<file path="src/rtl/mem_access_sequencer_pkg.sv">
// Shared encodings for the byte-serial data-memory sequencer: access sizes,
// FSM states, byte-count and alignment helpers.
package mem_access_sequencer_pkg;

  localparam logic [1:0] SIZE_BYTE = 2'b00;
  localparam logic [1:0] SIZE_HALF = 2'b01;
  localparam logic [1:0] SIZE_WORD = 2'b10;

  typedef enum logic [1:0] {
    ST_IDLE   = 2'd0,
    ST_ACCESS = 2'd1,
    ST_DONE   = 2'd2
  } state_e;

  // The reserved size code behaves as a word wherever it is sequenced.
  function automatic logic [2:0] byte_count(input logic [1:0] size);
    case (size)
      SIZE_BYTE: return 3'd1;
      SIZE_HALF: return 3'd2;
      default:   return 3'd4;
    endcase
  endfunction

  function automatic logic is_misaligned(input logic [1:0] size, input logic [1:0] addr_lo);
    case (size)
      SIZE_BYTE: return 1'b0;
      SIZE_HALF: return addr_lo[0];
      SIZE_WORD: return (addr_lo != 2'b00);
      default:   return 1'b1;
    endcase
  endfunction

endpackage

</file>
<file path="src/rtl/mem_load_extend.sv">
// Sign/zero extension of a right-aligned 1/2/4-byte load value to 32 bits.
// Shared with the CPU writeback path.
module mem_load_extend
  import mem_access_sequencer_pkg::*;
(
  input  logic [31:0] raw_data,
  input  logic [1:0]  size,
  input  logic        is_unsigned,
  output logic [31:0] ext_data
);

  always_comb begin
    ext_data = raw_data;
    case (size)
      SIZE_BYTE: ext_data = {{24{~is_unsigned & raw_data[7]}}, raw_data[7:0]};
      SIZE_HALF: ext_data = {{16{~is_unsigned & raw_data[15]}}, raw_data[15:0]};
      default:   ext_data = raw_data;
    endcase
  end

endmodule

</file>
<file path="src/rtl/mem_access_sequencer.sv">
// Turns one CPU load/store into 1/2/4 single-byte memory accesses.
// Optional feature macro: MEM_ALIGN_CHECK_EN (misaligned requests complete at once with err).
module mem_access_sequencer #(
  parameter int ADDR_W  = 32,
  parameter bit BIG_END = 1'b1
) (
  input  logic              clk,
  input  logic              rst_n,
  input  logic              req,
  input  logic              req_we,
  input  logic [1:0]        req_size,
  input  logic              req_unsigned,
  input  logic [ADDR_W-1:0] req_addr,
  input  logic [31:0]       req_wdata,
  output logic              busy,
  output logic              done,
  output logic [31:0]       rdata,
  output logic              err,
  output logic [ADDR_W-1:0] mem_wordaddr,
  output logic [7:0]        mem_writeData,
  output logic              mem_writeEnable,
  input  logic [7:0]        mem_readData
);
  import mem_access_sequencer_pkg::*;

  state_e            state_q, state_d;
  logic [1:0]        idx_q, idx_d;
  logic [1:0]        last_q, last_d;
  logic              we_q, we_d;
  logic [1:0]        size_q, size_d;
  logic              uns_q, uns_d;
  logic [31:0]       wdata_q, wdata_d;
  logic [31:0]       gather_q, gather_d;
  logic [31:0]       rdata_q, rdata_d;
  logic [ADDR_W-1:0] addr_q, addr_d;
  logic [1:0]        byte_sel;
  logic [31:0]       wdata_shift;
  logic [31:0]       ext_data;
  logic              in_access;

  // Byte i of the access maps to byte slot (N-1-i) when the first address holds the MSB.
  assign byte_sel    = BIG_END ? (last_q - idx_q) : idx_q;
  assign wdata_shift = wdata_q >> {byte_sel, 3'b000};
  assign in_access   = (state_q == ST_ACCESS);

  assign busy            = (state_q != ST_IDLE);
  assign done            = (state_q == ST_DONE);
  assign rdata           = rdata_q;
  assign mem_wordaddr    = addr_q;
  assign mem_writeEnable = in_access & we_q;
  assign mem_writeData   = (in_access & we_q) ? wdata_shift[7:0] : 8'h00;

  always_comb begin
    gather_d = gather_q;
    if (in_access && !we_q) begin
      gather_d[{byte_sel, 3'b000} +: 8] = mem_readData;
    end
  end

  mem_load_extend u_load_extend (
    .raw_data    (gather_d),
    .size        (size_q),
    .is_unsigned (uns_q),
    .ext_data    (ext_data)
  );

`ifdef MEM_ALIGN_CHECK_EN
  logic err_q, err_d;
  assign err = done & err_q;
`else
  assign err = 1'b0;
`endif

  always_comb begin
    state_d = state_q;
    idx_d   = idx_q;
    last_d  = last_q;
    we_d    = we_q;
    size_d  = size_q;
    uns_d   = uns_q;
    wdata_d = wdata_q;
    rdata_d = rdata_q;
    addr_d  = addr_q;
`ifdef MEM_ALIGN_CHECK_EN
    err_d   = err_q;
`endif
    case (state_q)
      ST_IDLE: begin
        if (req) begin
          we_d    = req_we;
          size_d  = req_size;
          uns_d   = req_unsigned;
          wdata_d = req_wdata;
          last_d  = 2'(byte_count(req_size) - 3'd1);
          idx_d   = 2'd0;
`ifdef MEM_ALIGN_CHECK_EN
          err_d = is_misaligned(req_size, req_addr[1:0]);
          // Misaligned requests skip memory entirely; the address bus is left untouched.
          if (err_d) begin
            state_d = ST_DONE;
          end else begin
            addr_d  = req_addr;
            state_d = ST_ACCESS;
          end
`else
          addr_d  = req_addr;
          state_d = ST_ACCESS;
`endif
        end
      end
      ST_ACCESS: begin
        if (idx_q == last_q) begin
          state_d = ST_DONE;
          if (!we_q) begin
            rdata_d = ext_data;
          end
        end else begin
          idx_d  = idx_q + 2'd1;
          addr_d = addr_q + ADDR_W'(1);
        end
      end
      ST_DONE: state_d = ST_IDLE;
      default: state_d = ST_IDLE;
    endcase
  end

  always_ff @(posedge clk or negedge rst_n) begin
    if (!rst_n) begin
      state_q  <= ST_IDLE;
      idx_q    <= 2'd0;
      last_q   <= 2'd0;
      we_q     <= 1'b0;
      size_q   <= SIZE_BYTE;
      uns_q    <= 1'b0;
      wdata_q  <= 32'h0;
      gather_q <= 32'h0;
      rdata_q  <= 32'h0;
      addr_q   <= '0;
    end else begin
      state_q  <= state_d;
      idx_q    <= idx_d;
      last_q   <= last_d;
      we_q     <= we_d;
      size_q   <= size_d;
      uns_q    <= uns_d;
      wdata_q  <= wdata_d;
      // Each new request starts gathering from a clean slate.
      gather_q <= (state_q == ST_IDLE) ? 32'h0 : gather_d;
      rdata_q  <= rdata_d;
      addr_q   <= addr_d;
    end
  end

`ifdef MEM_ALIGN_CHECK_EN
  always_ff @(posedge clk or negedge rst_n) begin
    if (!rst_n) begin
      err_q <= 1'b0;
    end else begin
      err_q <= err_d;
    end
  end
`endif

endmodule

</file>
<file path="config.mk">
export PLATFORM = sky130hd
export DESIGN_NAME = mem_access_sequencer
export DESIGN_NICKNAME = d
export VERILOG_FILES = /design/src/rtl/mem_access_sequencer_pkg.sv /design/src/rtl/mem_load_extend.sv /design/src/rtl/mem_access_sequencer.sv
export SDC_FILE = /design/constraint.sdc
export NUM_CORES = 1
export LEC_CHECK = 0
export ABC_AREA = 1
export ABC_CLOCK_PERIOD_IN_PS = 2340
export CORE_MARGIN = 4
export CORE_UTILIZATION = 48
export CTS_BUF_LIST = sky130_fd_sc_hd__clkbuf_2
export DETAILED_ROUTE_END_ITERATION = 8
export MAX_ROUTING_LAYER = met4
export PLACE_DENSITY = 0.79
export SETUP_SLACK_MARGIN = 0.05
export SLEW_MARGIN = 20
export SYNTH_ARGS = -nofsm -noshare
export SYNTH_HDL_FRONTEND = slang
export SYNTH_SLANG_ARGS = --single-unit
</file>
<file path="constraint.sdc">
create_clock -name clk -period 2.34 [get_ports clk]
set_input_delay 0.351 -clock clk [delete_from_list [all_inputs] [get_ports clk]]
set_output_delay 0.351 -clock clk [all_outputs]
set_load 0.01 [all_outputs]
</file>
==> out/qor.csv <==
metric,value,unit
"Reg clk slew, reported paths",190,ps
Synth area leaders,"dfrtp_1 (46%), nand2_1 (19%), nor2_1 (9.4%)",
number of remaining DRC errors,0,
Post-Syn Area,7080,um2
area grow syn2layout,32.1,%
RSZ-0062 raised after global routing,true,
pwr dens,1560,nW/um2
Chip Width,129,um
Tcrit/Tclk final,108,%
Critical Path RT,1990,ps
initial core utilization,48.9,%
core footprint,14500,um2
GRT Total Usage,26.3,%
synth warn,0,
Max-slew headroom,65.1,%
Yosys cell types,36,
drt first pass iters,5,
pre-CTS setup slack,59.3,ps
syn nets,1083,
DP Area,8900,um2
final hold violation count,0,
#FFs+latches synth,131,
fin area,9350,um2
nets@finish,1255,
Fillers,1272,
Routability Congestion,0.912,
H-Tree Level Count,4,
TritonCTS clock tree,built,
skew final,33.8,ps
Pleak,4.39,nW
status,finished with violations,
"Core Util, Final",64.6,%
first-pass GRT wire length,33700,um
Crit path arrival time,2180,ps
WL/cell,15.3,um
initial antenna violation count,1,
Post-Route WL,21000,um
post-synthesis async set-or-reset flop share,100,%
total power,0.0146,W
Via Count,7136,
hpwl dp,14800,um
Slew Limit Fails,0,
Die Height,129,um
Syn Area/Cell,7.08,um2
layout cell share with drive strength beyond 1,10.6,%
kind of end point of the critical path,primary output,
"area leader, netlist",dfrtp_1,
vias per cell,5.21,
cells after synthesis,1000,
Crit Path Max Fanout,8,
Skew-Pair Late Insertion Delay,740,ps
violated checks,setup timing,
Hold WC Path Type,primary input to asynchronous set/reset pin,
maximum root-to-sink buffer count,2,
Tmin final,2530,ps
number of buffers created by CTS,17,
area of the multi-input gates,3440,um2
cell row count,44,
CTS root buf,clkbuf_2,
Sequential Area,3280,um2
I/O pins,155,
MaxCap Viol Count,0,
Main synth FF type,dfrtp_1,
Post-synth EDFFs,0,
die area,16800,um2
Antenna Nets Post-Route,0,
Initial DRC Count,541,
vias in the first global route,6628,
Critical Path Start Type,flip-flop,
setup ws final,-189,ps
grt ovf,0,
maximum vdd ir drop,0.838,mV
final setup fails,8,
post-synthesis sequential area ratio,46.3,%
FMAX,395,MHz
CP Class,flip-flop to primary output,
Sink Count,131,
share of the synthesized area in the top cell type,46.3,%
largest net degree at the start of global routing,56,
Worst Tran Pin Value,521,ps
Buffers on Ports,153,
[worst max-delay path, cell delays in order, from the launching register on]
cell	delay (ps)
dfrtp_1	440
ha_4	300
buf_12	140
mux2i_1	230
nand2_1	100
nand2_1	70
a31oi_1	40
buf_2	150
[cells in the final DEF, fill, tap and decap left out, drive strengths merged, types with 2 or more instances in the layout]
cell type,instances
bufinv,2
clkinvlp,2
or2,2
a31oi,12
a21oi,31
nand2,369
xor2,5
nand3b,4
nand4,4
clkbuf,21
ha,4
o211ai,2
nor3,3
nand3,76
clkdlybuf4s50,141
dfrtp,131
nor2,182
clkinv,8
dlygate4sd2,2
inv,67
o21ai,51
mux2i,8
buf,52
[report_power, final]
part	internal (W)	leakage [nW]	total [W]	switching (W)
clock	0.000487	0.137	0.00133	0.000847
sequential	0.00330	1.63	0.00415	0.000852
combinational	0.00385	2.63	0.00907	0.00522
total	0.00763	4.39	0.0146	0.00692
[stage by stage]
step | std cells | TNS, ps | hold WS, ps
after floorplan | 1000 | 0 | 55.4
after global placement | 1317 | 0 | 361
after detailed placement | 1317 | 0 | 352
after CTS | 1362 | -1640 | 35.5
after global routing | 1369 | -2160 | 80.2
final | 1369 | -1070 | 99.8
[metal layers]
layer / vias to the layer above / wire (um) / track usage, %
met5: - / 0 / -
met3: 47 / 1450 / 5.19
met4: 0 / 477 / 8.25
met1: 3332 / 9360 / 36.1
li1: 3490 / - / -
met2: 267 / 9670 / 39.7
[path summary, 6_finish.rpt]
path / start / end / slack [ps] / depth (start not counted)
worst max-delay path: idx_q[0]$_DFFE_PN0P_ / mem_writeData[2] / -190 / 7
worst min-delay path: rst_n / rdata[2]$_DFFE_PN0P_ / 100 / 2
worst max register to register: last_q[1]$_DFFE_PN0P_ / rdata[9]$_DFFE_PN0P_ / 150 / 12
worst min register to register: wdata_q[30]$_DFFE_PN0P_ / wdata_q[30]$_DFFE_PN0P_ / 500 / 2
max in group asynchronous: rst_n / mem_wordaddr[27]$_DFFE_PN0P_ / 1580 / 3
min in group clk: req_wdata[21] / wdata_q[21]$_DFFE_PN0P_ / 140 / 3
[cells by family after synthesis]
| group | after synthesis | synth area share (%) |
|---|---|---|
| flip-flops | 131 | 46.3 |
| XOR/XNOR | 6 | 1.01 |
| AO/OA/AOI/OAI | 98 | 7.28 |
| AND/OR/NAND/NOR | 639 | 36.9 |
| other | 1 | 0.0530 |
| adder cells (fa/ha/maj) | 4 | 0.707 |
| multiplexers | 8 | 1.13 |
| buffers and inverters | 113 | 6.63 |
[final cells by class]
type,count,area share [%]
Inverter,68,2.76
Timing Repair Buffer,197,20.6
Clock inverter,11,1.20
Multi-Input combinational cell,757,36.8
Sequential cell,131,35.1
Antenna cell,1,0.0268
Clock buffer,20,1.07
Tap cell,184,2.46
[synthesized netlist by cell type, types with 2 or more instances]
cell,instances
inv_1,62
or2_2,2
xor2_1,4
nand4_1,3
buf_4,3
a31oi_1,12
o211ai_1,2
buf_2,20
ha_1,4
a21oi_1,31
nand2_2,5
nor2_2,3
nand2_1,360
o21ai_0,43
nor3_1,3
nor2_1,178
mux2i_1,8
nand2_4,3
dfrtp_1,131
inv_2,5
nand3b_1,4
nand3_1,74
clkbuf_1,20
o21ai_1,8
[flip-flops by register name (all words and copies together) (netlist names)]
name          cells
last_q            2
size_q            2
idx_q             2
state_q           2
mem_wordaddr     32
gather_q         25
uns_q             1
we_q              1
wdata_q          32
rdata            32
[what timing repair did]
item,4_1_cts,5_1_grt
endpoints found under the hold margin,131,0
buffers inserted,11,5
cloned,2,1
resized for setup,55,17
setup endpoints to repair,12,35
hold buffers,1,0
pin swaps,8,6
Power figures use the tool's default switching activity.
